## config.mk

```make
export PLATFORM = sky130hd
export DESIGN_NAME = mipi_img_pack32_flat
export DESIGN_NICKNAME = d
export VERILOG_FILES = /design/src/rtl/mipi_img_pack32_pkg.sv /design/src/rtl/mipi_img_pack32_if.sv /design/src/rtl/mipi_img_pack32_fifo.sv /design/src/rtl/mipi_img_pack32.sv /design/src/flat_wrapper.sv
export SDC_FILE = /design/constraint.sdc
export NUM_CORES = 1
export LEC_CHECK = 0
export ABC_AREA = 0
export BUFFER_PORTS_ARGS = -buffer_cell sky130_fd_sc_hd__buf_4
export CAP_MARGIN = 25
export CORE_UTILIZATION = 45
export DETAILED_ROUTE_END_ITERATION = 12
export SYNTH_ARGS = -nofsm -noshare
export SYNTH_HDL_FRONTEND = slang
export SYNTH_HIERARCHICAL = 1
export SYNTH_SLANG_ARGS = --single-unit
```

## constraint.sdc

```tcl
create_clock -name img_clk -period 7.3 [get_ports img_clk]
set_input_delay 0.365 -clock img_clk [delete_from_list [all_inputs] [get_ports img_clk]]
set_output_delay 0.365 -clock img_clk [all_outputs]
set_load 0.02 [all_outputs]
```

## src/rtl/mipi_img_pack32_pkg.sv

```systemverilog
// Shared constants for the 32-bit pixel packer: pixel modes and the layout
// of one output FIFO entry (packed word plus its frame/line tags).
package mipi_pack_pkg;

    localparam logic MODE_8  = 1'b0;
    localparam logic MODE_16 = 1'b1;

    localparam int ENTRY_W        = 34;
    localparam int ENTRY_WORD_LSB = 0;
    localparam int ENTRY_WORD_W   = 32;
    localparam int ENTRY_EOL_BIT  = 32;
    localparam int ENTRY_SOF_BIT  = 33;

    typedef logic [ENTRY_W-1:0] entry_t;

    function automatic entry_t make_entry(input logic sof, input logic eol,
                                          input logic [31:0] word);
        entry_t e;
        e = '0;
        e[ENTRY_WORD_LSB +: ENTRY_WORD_W] = word;
        e[ENTRY_EOL_BIT]                  = eol;
        e[ENTRY_SOF_BIT]                  = sof;
        return e;
    endfunction

endpackage

```

## src/rtl/mipi_img_pack32_if.sv

```systemverilog
// Pixel stream from the CSI-2 deserializer and packed-word stream to the
// memory writer, each bundled with source (master) and sink (slave) views.

// The pixel stream has no backpressure: dvi qualifies dati while lvi/fvi frame it.
interface mipi_pix_if #(
    parameter int DATA_WIDTH = 10
);
    logic [DATA_WIDTH-1:0] dati;
    logic                  dvi;
    logic                  lvi;
    logic                  fvi;

    modport master(output dati, dvi, lvi, fvi);
    modport slave (input  dati, dvi, lvi, fvi);
endinterface

// A word transfers on a cycle where word_valid && word_ready; word, word_sof and
// word_eol are stable while word_valid is high and not yet accepted, and
// word_valid never depends combinationally on word_ready.
interface mipi_word_if;
    logic [31:0] word;
    logic        word_sof;
    logic        word_eol;
    logic        word_valid;
    logic        word_ready;

    modport master(output word, word_sof, word_eol, word_valid, input word_ready);
    modport slave (input  word, word_sof, word_eol, word_valid, output word_ready);
endinterface

```

## src/rtl/mipi_img_pack32_fifo.sv

```systemverilog
// Output FIFO for packed words: up to two pushes and one pop per cycle.
// Slot 0 is always written before slot 1 and a same-cycle pop frees a slot.
module mipi_pack_fifo
    import mipi_pack_pkg::*;
#(
    parameter int DEPTH = 4
) (
    input  logic   clk,
    input  logic   rst_n,
    input  logic   flush_i,
    input  logic   push0_i,
    input  entry_t din0_i,
    input  logic   push1_i,
    input  entry_t din1_i,
    input  logic   pop_i,
    output entry_t dout_o,
    output logic   empty_o,
    output logic   drop_o
);

    localparam int          AW      = $clog2(DEPTH);
    localparam logic [AW:0] DEPTH_C = (AW+1)'(DEPTH);

    entry_t        mem_q [DEPTH];
    logic [AW-1:0] wr_q, wr_d, rd_q, rd_d, wr1;
    logic [AW:0]   cnt_q, cnt_d, free, n_push;
    logic          full, do_pop, acc0, acc1;

    assign empty_o = (cnt_q == '0);
    assign dout_o  = empty_o ? '0 : mem_q[rd_q];

    always_comb begin
        full   = (cnt_q == DEPTH_C);
        do_pop = pop_i && !empty_o && !flush_i;
        free   = DEPTH_C - cnt_q + (AW+1)'(do_pop);
        acc0   = !flush_i && push0_i && (!full || do_pop);
        // The second push needs a slot beyond the one the first push took.
        acc1   = !flush_i && push1_i && (free > (AW+1)'(acc0));
        n_push = (AW+1)'(acc0) + (AW+1)'(acc1);
        wr1    = acc0 ? wr_q + AW'(1) : wr_q;
        drop_o = !flush_i && ((push0_i && !acc0) || (push1_i && !acc1));
        wr_d   = wr_q + n_push[AW-1:0];
        rd_d   = rd_q + AW'(do_pop);
        cnt_d  = cnt_q + n_push - (AW+1)'(do_pop);
    end

    always_ff @(posedge clk or negedge rst_n) begin
        if (!rst_n) begin
            wr_q  <= '0;
            rd_q  <= '0;
            cnt_q <= '0;
        end else if (flush_i) begin
            wr_q  <= '0;
            rd_q  <= '0;
            cnt_q <= '0;
        end else begin
            wr_q  <= wr_d;
            rd_q  <= rd_d;
            cnt_q <= cnt_d;
        end
    end

    always_ff @(posedge clk) begin
        if (acc0) mem_q[wr_q] <= din0_i;
        if (acc1) mem_q[wr1]  <= din1_i;
    end

endmodule

```

## src/rtl/mipi_img_pack32.sv

```systemverilog
// Packs CSI-2 pixels into tagged 32-bit words and buffers them for a memory writer.
// Define MIPI_PACK_LINE_CHECK_EN to build the line-length consistency checker.
module mipi_img_pack32
    import mipi_pack_pkg::*;
#(
    parameter int DATA_WIDTH = 10,
    parameter int FIFO_DEPTH = 4
) (
    input  logic        img_clk,
    input  logic        resetb,
    input  logic        enable,
    input  logic        mode,
    mipi_pix_if.slave   pix,
    mipi_word_if.master wout,
    output logic        overflow,
    output logic [15:0] line_cnt,
    output logic [15:0] line_pix,
    output logic        line_len_err
);

    logic [DATA_WIDTH-1:0] dati;
    logic [15:0]           pix16;

    logic [1:0]  lane_q, lane_d;
    logic [31:0] acc_q, acc_d, pend_q, pend_d;
    logic        pend_vld_q, pend_vld_d;
    logic        sof_pend_q, sof_pend_d;
    logic        armed_q, armed_d;
    logic        overflow_q, overflow_d;
    logic        lvi_q, fvi_q, mode_q;
    logic [15:0] pix_cnt_q, pix_cnt_d;
    logic [15:0] line_cnt_q, line_cnt_d;
    logic [15:0] line_pix_q, line_pix_d;

    logic        fvi_rise, fvi_fall, frame_act, eff_lvi, line_end, accept, last_lane;
    logic [31:0] filled, w0;
    logic        p0, p1, e0;

    entry_t      fifo_dout;
    logic        fifo_empty, fifo_drop;

    assign dati  = pix.dati;
    assign pix16 = 16'(dati);

    always_comb begin
        fvi_rise  = enable && pix.fvi && !fvi_q;
        fvi_fall  = fvi_q && !pix.fvi;
        // Pixels only count inside a frame whose rising edge we saw while enabled.
        frame_act = enable && pix.fvi && (armed_q || fvi_rise);
        eff_lvi   = frame_act && pix.lvi;
        line_end  = enable && lvi_q && !eff_lvi;
        accept    = eff_lvi && pix.dvi;
        last_lane = (mode_q == MODE_16) ? (lane_q == 2'd1) : (lane_q == 2'd3);

        filled = (lane_q == 2'd0) ? 32'd0 : acc_q;
        if (mode_q == MODE_16) begin
            if (lane_q[0]) filled[31:16] = pix16;
            else           filled[15:0]  = pix16;
        end else begin
            case (lane_q)
                2'd0:    filled[7:0]   = pix16[7:0];
                2'd1:    filled[15:8]  = pix16[7:0];
                2'd2:    filled[23:16] = pix16[7:0];
                default: filled[31:24] = pix16[7:0];
            endcase
        end
    end

    always_comb begin
        lane_d     = lane_q;
        acc_d      = acc_q;
        pend_d     = pend_q;
        pend_vld_d = pend_vld_q;
        sof_pend_d = sof_pend_q;
        overflow_d = overflow_q;
        pix_cnt_d  = pix_cnt_q;
        line_cnt_d = line_cnt_q;
        line_pix_d = line_pix_q;
        armed_d    = armed_q;
        p0         = 1'b0;
        p1         = 1'b0;
        w0         = pend_q;
        e0         = 1'b0;

        if (accept) begin
            if (pix_cnt_q != 16'hFFFF) pix_cnt_d = pix_cnt_q + 16'd1;
            p0 = pend_vld_q;
            if (last_lane) begin
                pend_d     = filled;
                pend_vld_d = 1'b1;
                lane_d     = 2'd0;
                acc_d      = 32'd0;
            end else begin
                acc_d      = filled;
                lane_d     = lane_q + 2'd1;
                pend_vld_d = 1'b0;
            end
        end else if (line_end) begin
            if (line_cnt_q != 16'hFFFF) line_cnt_d = line_cnt_q + 16'd1;
            line_pix_d = pix_cnt_q;
            pix_cnt_d  = 16'd0;
            // Pending word goes first; a partial word, if any, closes the line.
            if (pend_vld_q) begin
                p0 = 1'b1;
                e0 = (lane_q == 2'd0);
                p1 = (lane_q != 2'd0);
            end else if (lane_q != 2'd0) begin
                p0 = 1'b1;
                w0 = acc_q;
                e0 = 1'b1;
            end
            lane_d     = 2'd0;
            acc_d      = 32'd0;
            pend_vld_d = 1'b0;
        end

        if (p0)        sof_pend_d = 1'b0;
        if (fvi_fall)  sof_pend_d = 1'b0;
        if (fifo_drop) overflow_d = 1'b1;

        if (fvi_rise) begin
            sof_pend_d = 1'b1;
            line_cnt_d = 16'd0;
            overflow_d = 1'b0;
            armed_d    = 1'b1;
        end else if (!pix.fvi) begin
            armed_d = 1'b0;
        end

        if (!enable) begin
            lane_d     = 2'd0;
            acc_d      = 32'd0;
            pend_vld_d = 1'b0;
            sof_pend_d = 1'b0;
            overflow_d = 1'b0;
            pix_cnt_d  = 16'd0;
            armed_d    = 1'b0;
        end
    end

    always_ff @(posedge img_clk or negedge resetb) begin
        if (!resetb) begin
            lane_q     <= 2'd0;
            acc_q      <= 32'd0;
            pend_q     <= 32'd0;
            pend_vld_q <= 1'b0;
            sof_pend_q <= 1'b0;
            armed_q    <= 1'b0;
            overflow_q <= 1'b0;
            lvi_q      <= 1'b0;
            fvi_q      <= 1'b0;
            mode_q     <= MODE_8;
            pix_cnt_q  <= 16'd0;
            line_cnt_q <= 16'd0;
            line_pix_q <= 16'd0;
        end else begin
            lane_q     <= lane_d;
            acc_q      <= acc_d;
            pend_q     <= pend_d;
            pend_vld_q <= pend_vld_d;
            sof_pend_q <= sof_pend_d;
            armed_q    <= armed_d;
            overflow_q <= overflow_d;
            lvi_q      <= eff_lvi;
            fvi_q      <= pix.fvi;
            pix_cnt_q  <= pix_cnt_d;
            line_cnt_q <= line_cnt_d;
            line_pix_q <= line_pix_d;
            if (!pix.lvi) mode_q <= mode;
        end
    end

    mipi_pack_fifo #(
        .DEPTH(FIFO_DEPTH)
    ) u_fifo (
        .clk     (img_clk),
        .rst_n   (resetb),
        .flush_i (!enable),
        .push0_i (p0),
        .din0_i  (make_entry(sof_pend_q, e0, w0)),
        .push1_i (p1),
        .din1_i  (make_entry(1'b0, 1'b1, acc_q)),
        .pop_i   (wout.word_ready),
        .dout_o  (fifo_dout),
        .empty_o (fifo_empty),
        .drop_o  (fifo_drop)
    );

    assign wout.word       = fifo_dout[ENTRY_WORD_LSB +: ENTRY_WORD_W];
    assign wout.word_eol   = fifo_dout[ENTRY_EOL_BIT];
    assign wout.word_sof   = fifo_dout[ENTRY_SOF_BIT];
    assign wout.word_valid = !fifo_empty;

    assign overflow = overflow_q;
    assign line_cnt = line_cnt_q;
    assign line_pix = line_pix_q;

`ifdef MIPI_PACK_LINE_CHECK_EN
    logic [15:0] ref_len_q;
    logic        ref_vld_q, len_err_q;

    // The first completed line of a frame sets the length every later line must match.
    always_ff @(posedge img_clk or negedge resetb) begin
        if (!resetb) begin
            ref_len_q <= 16'd0;
            ref_vld_q <= 1'b0;
            len_err_q <= 1'b0;
        end else if (!enable || fvi_rise) begin
            ref_vld_q <= 1'b0;
            len_err_q <= 1'b0;
        end else if (line_end) begin
            if (!ref_vld_q) begin
                ref_len_q <= pix_cnt_q;
                ref_vld_q <= 1'b1;
            end else if (pix_cnt_q != ref_len_q) begin
                len_err_q <= 1'b1;
            end
        end
    end

    assign line_len_err = len_err_q;
`else
    assign line_len_err = 1'b0;
`endif

endmodule
```

## src/flat_wrapper.sv

```systemverilog
// flat-port wrapper written by rule: the top's interface ports become plain ports
module mipi_img_pack32_flat import mipi_pack_pkg::*;
#(
    parameter int DATA_WIDTH = 10,
    parameter int FIFO_DEPTH = 4
)
  (img_clk, resetb, enable, mode, overflow, line_cnt, line_pix, line_len_err, pix_dati, pix_dvi, pix_lvi, pix_fvi, wout_word, wout_word_sof, wout_word_eol, wout_word_valid, wout_word_ready);
  mipi_pix_if #(.DATA_WIDTH(DATA_WIDTH)) pix_i ();
  mipi_word_if wout_i ();
  input  logic img_clk;
  input  logic resetb;
  input  logic enable;
  input  logic mode;
  output logic overflow;
  output logic [15:0] line_cnt;
  output logic [15:0] line_pix;
  output logic line_len_err;
  input wire logic [$bits(pix_i.dati)-1:0] pix_dati;
  input wire logic [$bits(pix_i.dvi)-1:0] pix_dvi;
  input wire logic [$bits(pix_i.lvi)-1:0] pix_lvi;
  input wire logic [$bits(pix_i.fvi)-1:0] pix_fvi;
  output wire logic [$bits(wout_i.word)-1:0] wout_word;
  output wire logic [$bits(wout_i.word_sof)-1:0] wout_word_sof;
  output wire logic [$bits(wout_i.word_eol)-1:0] wout_word_eol;
  output wire logic [$bits(wout_i.word_valid)-1:0] wout_word_valid;
  input wire logic [$bits(wout_i.word_ready)-1:0] wout_word_ready;
  assign pix_i.dati = pix_dati;
  assign pix_i.dvi = pix_dvi;
  assign pix_i.lvi = pix_lvi;
  assign pix_i.fvi = pix_fvi;
  assign wout_word = wout_i.word;
  assign wout_word_sof = wout_i.word_sof;
  assign wout_word_eol = wout_i.word_eol;
  assign wout_word_valid = wout_i.word_valid;
  assign wout_i.word_ready = wout_word_ready;
  mipi_img_pack32 #(.DATA_WIDTH(DATA_WIDTH), .FIFO_DEPTH(FIFO_DEPTH)) u_core (.img_clk(img_clk), .resetb(resetb), .enable(enable), .mode(mode), .pix(pix_i), .wout(wout_i), .overflow(overflow), .line_cnt(line_cnt), .line_pix(line_pix), .line_len_err(line_len_err));
endmodule
```

==> impl_metrics.env, run 1 <==
export IMPL_worstMarginPinSlew_ns=0.970
export IMPL_cts_root_buf="clkbuf_16"
export IMPL_rr_startpoint="u_core/lane_q[0]"
export IMPL_syn_avg_cell_area_um2=12.5
export IMPL_synth_adder_area_share_pct=2.11
export IMPL_die_h_um=175
export IMPL_multiInputGateArea_um2=5650
export IMPL_globalplace_congestion=0.828
export IMPL_cp_start_kind="flip-flop"
export IMPL_row_count=62
export IMPL_p_per_area_nw_per_um2=219
export IMPL_min_period_ns=4.62
export IMPL_whs_ns=0.0644
export IMPL_ios=87
export IMPL_drc=0
export IMPL_ctsHoldBuffers=2
export IMPL_synth_area_um2=13400
export IMPL_finalSetupTns_ns=0
export IMPL_clk_pin_slew_ns=0.06
export IMPL_status="finished, final reports clean"
export IMPL_r2r_setup_slack_ns=2.68
export IMPL_wire_per_inst_um=22.5
export IMPL_total_power_w=0.00335
export IMPL_clock_skew_ns=0.0120
export IMPL_critPathRequiredTime_ns=7.53
export IMPL_worstHoldStart="mode"
export IMPL_post_cts_buffers=0
export IMPL_grt_setup_unrepaired="no"
export IMPL_synth_async_reset_ratio_pct=48.5
export IMPL_grt_pass1_wl_mm=54.5
export IMPL_hold_depth=2
export IMPL_start_util_pct=46.2
export IMPL_p_leak_nw=5.83
export IMPL_drt_iter0_markers=857
export IMPL_num_vias=9240
export IMPL_synth_xor_area_share_pct=1.05
export IMPL_drv_slew=0
export IMPL_ys_flop_type="edfxtp_1"
export IMPL_nFillCells=2504
export IMPL_synth_area_mux_share_pct=9.97
export IMPL_cp_max_fo=38
export IMPL_reg2reg_depth=14
export IMPL_finalWorstSetupSlack_ns=2.68
export IMPL_hp_class="input port to flip-flop"
export IMPL_slowest_delay_ns=0.61
export IMPL_synth_compound_area_share_pct=17.4
export IMPL_register_area_um2=7290
export IMPL_synth_warnings=6
export IMPL_ant_nets=0
export IMPL_layout_drive_gt1_share_pct=22.4
export IMPL_nets=1182
export IMPL_path_common_cell="ha_1"
export IMPL_reg2reg_to="u_core/u_fifo/mem_q[2][31]"
export IMPL_max_freq_ghz=0.216
export IMPL_grt_pass1_vias=9133
export IMPL_hold_viol=0
export IMPL_cts_max_level=1
export IMPL_min_period_over_period_pct=63.3
export IMPL_core_um2=29000
export IMPL_post_cts_resized=0
export IMPL_drt_wl_total_mm=34.8
export IMPL_insertion_delay_ns=0.56
export IMPL_synth_cell_type_count=71
export IMPL_setup_violations=0
export IMPL_die_x_um=175
export IMPL_grtUsageTotal_pct=23.2
export IMPL_synthSimpleGateAreaFrac_pct=11.4
export IMPL_path_class="flip-flop to flip-flop"
export IMPL_clockBufferDepth=3
export IMPL_area_growth_pct=14.0
export IMPL_cts_tree="done"
export IMPL_pre_cts_slack_ns=2.68
export IMPL_antenna_cells=0
export IMPL_antenna_found_initial=0
export IMPL_critPathSlowestCell="nand2_1"
export IMPL_gr_total_overflow=0
export IMPL_path_cells="inv_1 > ha_1 > ha_1 > a2bb2oi_1 > inv_1 > nand2b_1 > nor2_1 > ha_1 > nor2_1 > o311a_1 > buf_4 > o21ai_2 > nand2_1 > buf_4"
export IMPL_maxCapViolCount=0
export IMPL_synth_seq_cells=264
export IMPL_synth_top_family_by_area="compound AO/OA/AOI/OAI gates"
export IMPL_synth_edf_count=136
export IMPL_grt_max_degree=67
export IMPL_numCtsBuffers=30
export IMPL_die_area_um2=30500
export IMPL_syn_inst=1070
export IMPL_port_buffers=85
export IMPL_ys_seq_area_share_pct=54.4
export IMPL_cts_sinks=264
export IMPL_maxSlewHeadroom_pct=35.1
export IMPL_hpwlAfterDp_mm=22.1
export IMPL_viasPerCell=5.97
export IMPL_arrival_ns=4.85
export IMPL_firstDrtPassIters=5
export IMPL_whs_endpoint="u_core/mode_q"
export IMPL_endpoint_kind="flip-flop"
export IMPL_peakVddDrop_v=0.000167
==> power by group <==
group	switching, W	internal (W)
registers	0.0000194	0.00157
clock network	0.000590	0.000792
logic	0.000233	0.000137
==> cells in the mapped netlist (21+ instances only) <==
cell type  instances  area [µm²]
o21ai_0           47         235
nand2_1           96         360
buf_2             34         170
dfrtp_1          128        3200
nor2b_1           47         294
nand3_1           23         115
inv_1             27         101
mux4_2            34         766
a22o_1            24         210
mux2_2            48         541
nor2_1            30         113
a21oi_1           36         180
ha_1              21         263
clkbuf_1          23        86.3
o2bb2ai_1        132        1160
edfxtp_1         136        4080
==> placed cells by master, fill, tap and decap left out, types with 6 or more instances in the layout <==
cell type and n:
nand2_1 96, nor3_1 7, mux4_2 34, clkinv_1 7, o2bb2ai_1 132, or4_1 11, o21ai_0 47, or3_1 8
clkbuf_1 8, mux2_2 48, dfrtp_1 127, xnor2_1 13, inv_1 27, nor2b_1 47, clkbuf_16 30, o31ai_1 11
nor3b_1 11, a22o_1 24, a21oi_1 36, nor2_1 27, a22oi_1 15, nand3_1 23, ha_1 21, nand4_1 6
and3_1 15, buf_4 106, edfxtp_1 136
==> state kept, by name, indices dropped and copies added, names as in the netlist, 3 cells and up <==
register / count
u_core/u_fifo/mem_q: 136
u_core/acc_q: 32
u_core/pend_q: 32
u_core/line_cnt: 16
u_core/line_pix: 16
u_core/pix_cnt_q: 16
u_core/u_fifo/cnt_q: 3
==> critical path: cells and delay by family, from the launching register on <==
kind                       cells  cell delay [ns]
adders and majority gates      3             1.17
buffers and inverters          4             1.09
and+or+nand+nor                4             1.01
AOI/OAI and AO/OA              3             0.55
DFF                            1             0.45
==> routing by layer <==
metal	vias to the layer above	routed length [µm]	global-route usage, %
li1	4274	-	-
met1	4648	16000	33.7
met2	281	15900	36.6
met3	37	2250	4.07
met4	0	630	5.00
met5	-	0	0
==> worst max-delay path by stage <==
stage	startpoint	endpoint	slack (ns)	cells after the start
finish	u_core/lane_q[0]	u_core/u_fifo/mem_q[2][31]	2.68	14
floorplan	u_core/fvi_q	u_core/u_fifo/cnt_q[2]	2.97	22
global placement	u_core/lane_q[0]	u_core/u_fifo/mem_q[2][33]	2.78	14
CTS	u_core/lane_q[0]	u_core/u_fifo/mem_q[2][0]	2.66	14
global route	u_core/lane_q[0]	u_core/u_fifo/mem_q[2][0]	2.33	14
detailed placement	u_core/lane_q[0]	u_core/u_fifo/mem_q[2][30]	2.68	14
==> through the flow <==
| stage | cell area (µm²) | instances | util (%) |
|---|---|---|---|
| floorplan | 13400 | 1071 | - |
| global placement | 14300 | 1490 | 49.3 |
| detailed placement | 14400 | 1492 | 49.5 |
| CTS | 15300 | 1549 | 52.7 |
| global route | 15300 | 1549 | 52.7 |
| finish | 15300 | 1549 | 52.7 |
==> layout make-up <==
class	instances	area share, %
repair buffers	110	5.59
inverters	27	0.663
flip-flops and latches	264	47.7
clock inverters	13	0.467
well taps	384	3.14
clock buffers	42	5.47
multi-input cells	709	37.0
==> logic make-up after synthesis <==
| group | count (synthesis) |
|---|---|
| other | 2 |
| multiplexers | 85 |
| AND/OR/NAND/NOR | 281 |
| buffers and inverters | 98 |
| XOR/XNOR | 16 |
| AO/OA/AOI/OAI | 302 |
| flip-flops | 264 |
| adder cells (fa/ha/maj) | 22 |
(Power assumes the default switching activity.)
==> inputs of run 2 (changes only) <==
- clock period: 7.3 -> 4.8 ns (I/O delays scaled with it)
==> run 2 against run 1 <==
Die area unchanged. Clock skew increased by 0.00062 ns. Setup slack got worse by 1.9 ns. Combinational power increased by 49%. Via count increased by 0.34%. Final cell count increased by 0.52%. Clock-buffer cell count unchanged. Cell area increased by 1.4%. Highest routed layer unchanged. Wire length decreased by 1.4%.
==> impl_metrics.env, run 2 (same netlist as run 1, synthesis figures left out) <==
export IMPL_grt_max_degree=51
export IMPL_clock_skew_ns=0.0126
export IMPL_setup_violations=0
export IMPL_path_class="flip-flop to flip-flop"
export IMPL_endpoint_kind="flip-flop"
export IMPL_cts_tree="done"
export IMPL_firstDrtPassIters=5
export IMPL_gr_total_overflow=0
export IMPL_path_cells="inv_1 > ha_1 > ha_1 > a2bb2oi_1 > inv_1 > nand2b_1 > nor2_1 > ha_1 > nor2_1 > o311a_1 > buf_4 > o21ai_2 > nand2_1 > buf_4"
export IMPL_maxSlewHeadroom_pct=30.0
export IMPL_status="finished, final reports clean"
export IMPL_insertion_delay_ns=0.55
export IMPL_min_period_over_period_pct=83.8
export IMPL_grt_setup_unrepaired="no"
export IMPL_num_vias=9271
export IMPL_wire_per_inst_um=22.0
export IMPL_hold_viol=0
export IMPL_cts_sinks=264
export IMPL_netSwitchingPower_w=0.00131
export IMPL_clock_power_share_pct=43.1
export IMPL_regMostFlops="u_core/u_fifo/mem_q"
export IMPL_cts_max_level=1
export IMPL_antenna_found_initial=0
export IMPL_drc=0
export IMPL_maxCapViolCount=0
export IMPL_hold_depth=2
export IMPL_nets=1191
export IMPL_finalSetupTns_ns=0
export IMPL_peakVddDrop_v=0.000212
export IMPL_worstHoldStart="pix_dati[1]"
export IMPL_p_sw_share_pct=25.0
export IMPL_hp_class="input port to flip-flop"
export IMPL_grt_pass1_wl_mm=54.6
export IMPL_use_met2_pct=37.7
export IMPL_reg2reg_depth=14
export IMPL_port_buffers=85
export IMPL_p_leak_nw=5.94
export IMPL_r2r_setup_slack_ns=0.78
export IMPL_critPathRequiredTime_ns=5.02
export IMPL_hpwlAfterDp_mm=21.5
export IMPL_final_cell_mix="edfxtp_1, o2bb2ai_1, dfrtp_1"
export IMPL_critPathSlowestCell="dfrtp_1"
export IMPL_grt_pass1_vias=9470
export IMPL_grt_util_met3_pct=3.59
export IMPL_grt_use_met1_pct=31.8
export IMPL_area_growth_pct=15.6
export IMPL_cts_root_buf="clkbuf_16"
export IMPL_path_common_cell="ha_1"
export IMPL_ant_nets=0
export IMPL_start_util_pct=46.2
export IMPL_die_x_um=175
export IMPL_internal_power_w=0.00394
export IMPL_antenna_cells=0
export IMPL_slowest_delay_ns=0.48
export IMPL_post_cts_resized=0
export IMPL_core_um2=29000
export IMPL_grtUsageTotal_pct=23.1
export IMPL_drt_iter0_markers=603
export IMPL_min_period_ns=4.02
export IMPL_reg2reg_to="u_core/u_fifo/mem_q[0][27]"
export IMPL_final_common_cell="edfxtp_1"
export IMPL_cp_max_fo=38
export IMPL_ios=87
export IMPL_whs_endpoint="u_core/acc_q[1]"
export IMPL_cp_start_kind="flip-flop"
export IMPL_arrival_ns=4.24
export IMPL_drt_wl_total_mm=34.3
export IMPL_numCtsBuffers=29
export IMPL_stdcell_area_um2=15500
export IMPL_max_freq_ghz=0.248
export IMPL_cp_top_family="buffers and inverters"
export IMPL_seqPwrFrac_pct=46.4
export IMPL_p_per_area_nw_per_um2=339
export IMPL_viasPerCell=5.95
export IMPL_globalplace_congestion=0.819
export IMPL_drv_slew=0
export IMPL_comb_power_share_pct=10.5
export IMPL_place_area_um2=14400
export IMPL_clockBufferDepth=3
export IMPL_rr_startpoint="u_core/lane_q[0]"
export IMPL_row_count=62
export IMPL_die_h_um=175
export IMPL_largest_register_ffs=136
export IMPL_critical_path_buf_inv_count=4
export IMPL_reg_top3="u_core/u_fifo/mem_q (136), u_core/acc_q (32), u_core/pend_q (32)"
export IMPL_clk_pin_slew_ns=0.06
export IMPL_worstMarginPinSlew_ns=1.05
export IMPL_layout_drive_gt1_share_pct=23.5
export IMPL_busiest_layer="met2"
export IMPL_die_area_um2=30500
[run 2: cell types whose count changed in the layout (fill, tap and decap cells not counted), moves of 2 or more]
cell	delta
buf_12	+5
clkinv_1	-7
clkbuf_16	+3
clkbuf_8	+2
clkinv_2	+2
clkbuf_1	-5
inv_4	+4
dlygate4sd3_1	+5
[run 2: cell type report]
class,instances,area [µm²]
Fill cell,2556,13500
Sequential cell,264,7290
Multi-Input combinational cell,709,5650
Timing Repair Buffer,120,985
Clock buffer,42,920
Tap cell,384,480
Inverter,27,101
Clock inverter,11,63.8
[run 2: worst max path at each step]
stage | cells past startpoint | startpoint | slack (ns) | end
final | 14 | u_core/lane_q[0] | 0.78 | u_core/u_fifo/mem_q[0][27]
after global placement | 14 | u_core/fvi_q | 0.90 | u_core/u_fifo/mem_q[0][33]
after global routing | 14 | u_core/fvi_q | 0.49 | u_core/u_fifo/mem_q[0][27]
after detailed placement | 14 | u_core/lane_q[0] | 0.77 | u_core/u_fifo/mem_q[0][28]
after CTS | 14 | u_core/lane_q[0] | 0.77 | u_core/u_fifo/mem_q[0][27]
after floorplan | 22 | u_core/fvi_q | 0.47 | u_core/u_fifo/cnt_q[2]
[run 2: worst register-to-register path: stages, from the launching register on]
cell	delay (ns)
dfrtp_1	0.48
inv_1	0.12
ha_1	0.24
ha_1	0.19
a2bb2oi_1	0.16
inv_1	0.10
nand2b_1	0.11
nor2_1	0.30
ha_1	0.30
nor2_1	0.13
o311a_1	0.21
buf_4	0.47
o21ai_2	0.37
nand2_1	0.20
buf_4	0.33
[run 2: timing repair]
| item | CTS | global route |
|---|---|---|
| endpoints found under the hold margin | 55 | 0 |
| hold buffers | 7 | 0 |
| buffers inserted | 0 | 0 |
[run 2: metrics by stage]
step / hold slack, ns / power (W) / worst slack [ns] / util, % / cells
2_1_floorplan: -0.0556 / 0.00281 / 0.473 / - / 1071
3_3_place_gp: 0.324 / 0.00304 / 0.902 / 49.6 / 1495
3_5_place_dp: 0.326 / 0.00305 / 0.774 / 49.7 / 1497
4_1_cts: 0.00949 / 0.00531 / 0.767 / 53.4 / 1557
5_1_grt: 0.0237 / 0.00544 / 0.487 / 53.4 / 1557
6_report: 0.0334 / 0.00525 / 0.776 / 53.4 / 1557
[run 2: power by group through the flow]
stage | Combinational [W] | Clock, W | Sequential, W
after global placement | 0.000558 | 0 | 0.00248
after global routing | 0.000608 | 0.00239 | 0.00244
after detailed placement | 0.000563 | 0 | 0.00248
final | 0.000553 | 0.00226 | 0.00244
after floorplan | 0.000349 | 0 | 0.00246
after CTS | 0.000571 | 0.00230 | 0.00244
[run 2: layer usage]
metal	up-vias	share of wire [%]
met5	-	0
met2	240	49
met1	4664	44
met4	0	2.2
li1	4313	-
met3	54	5.0
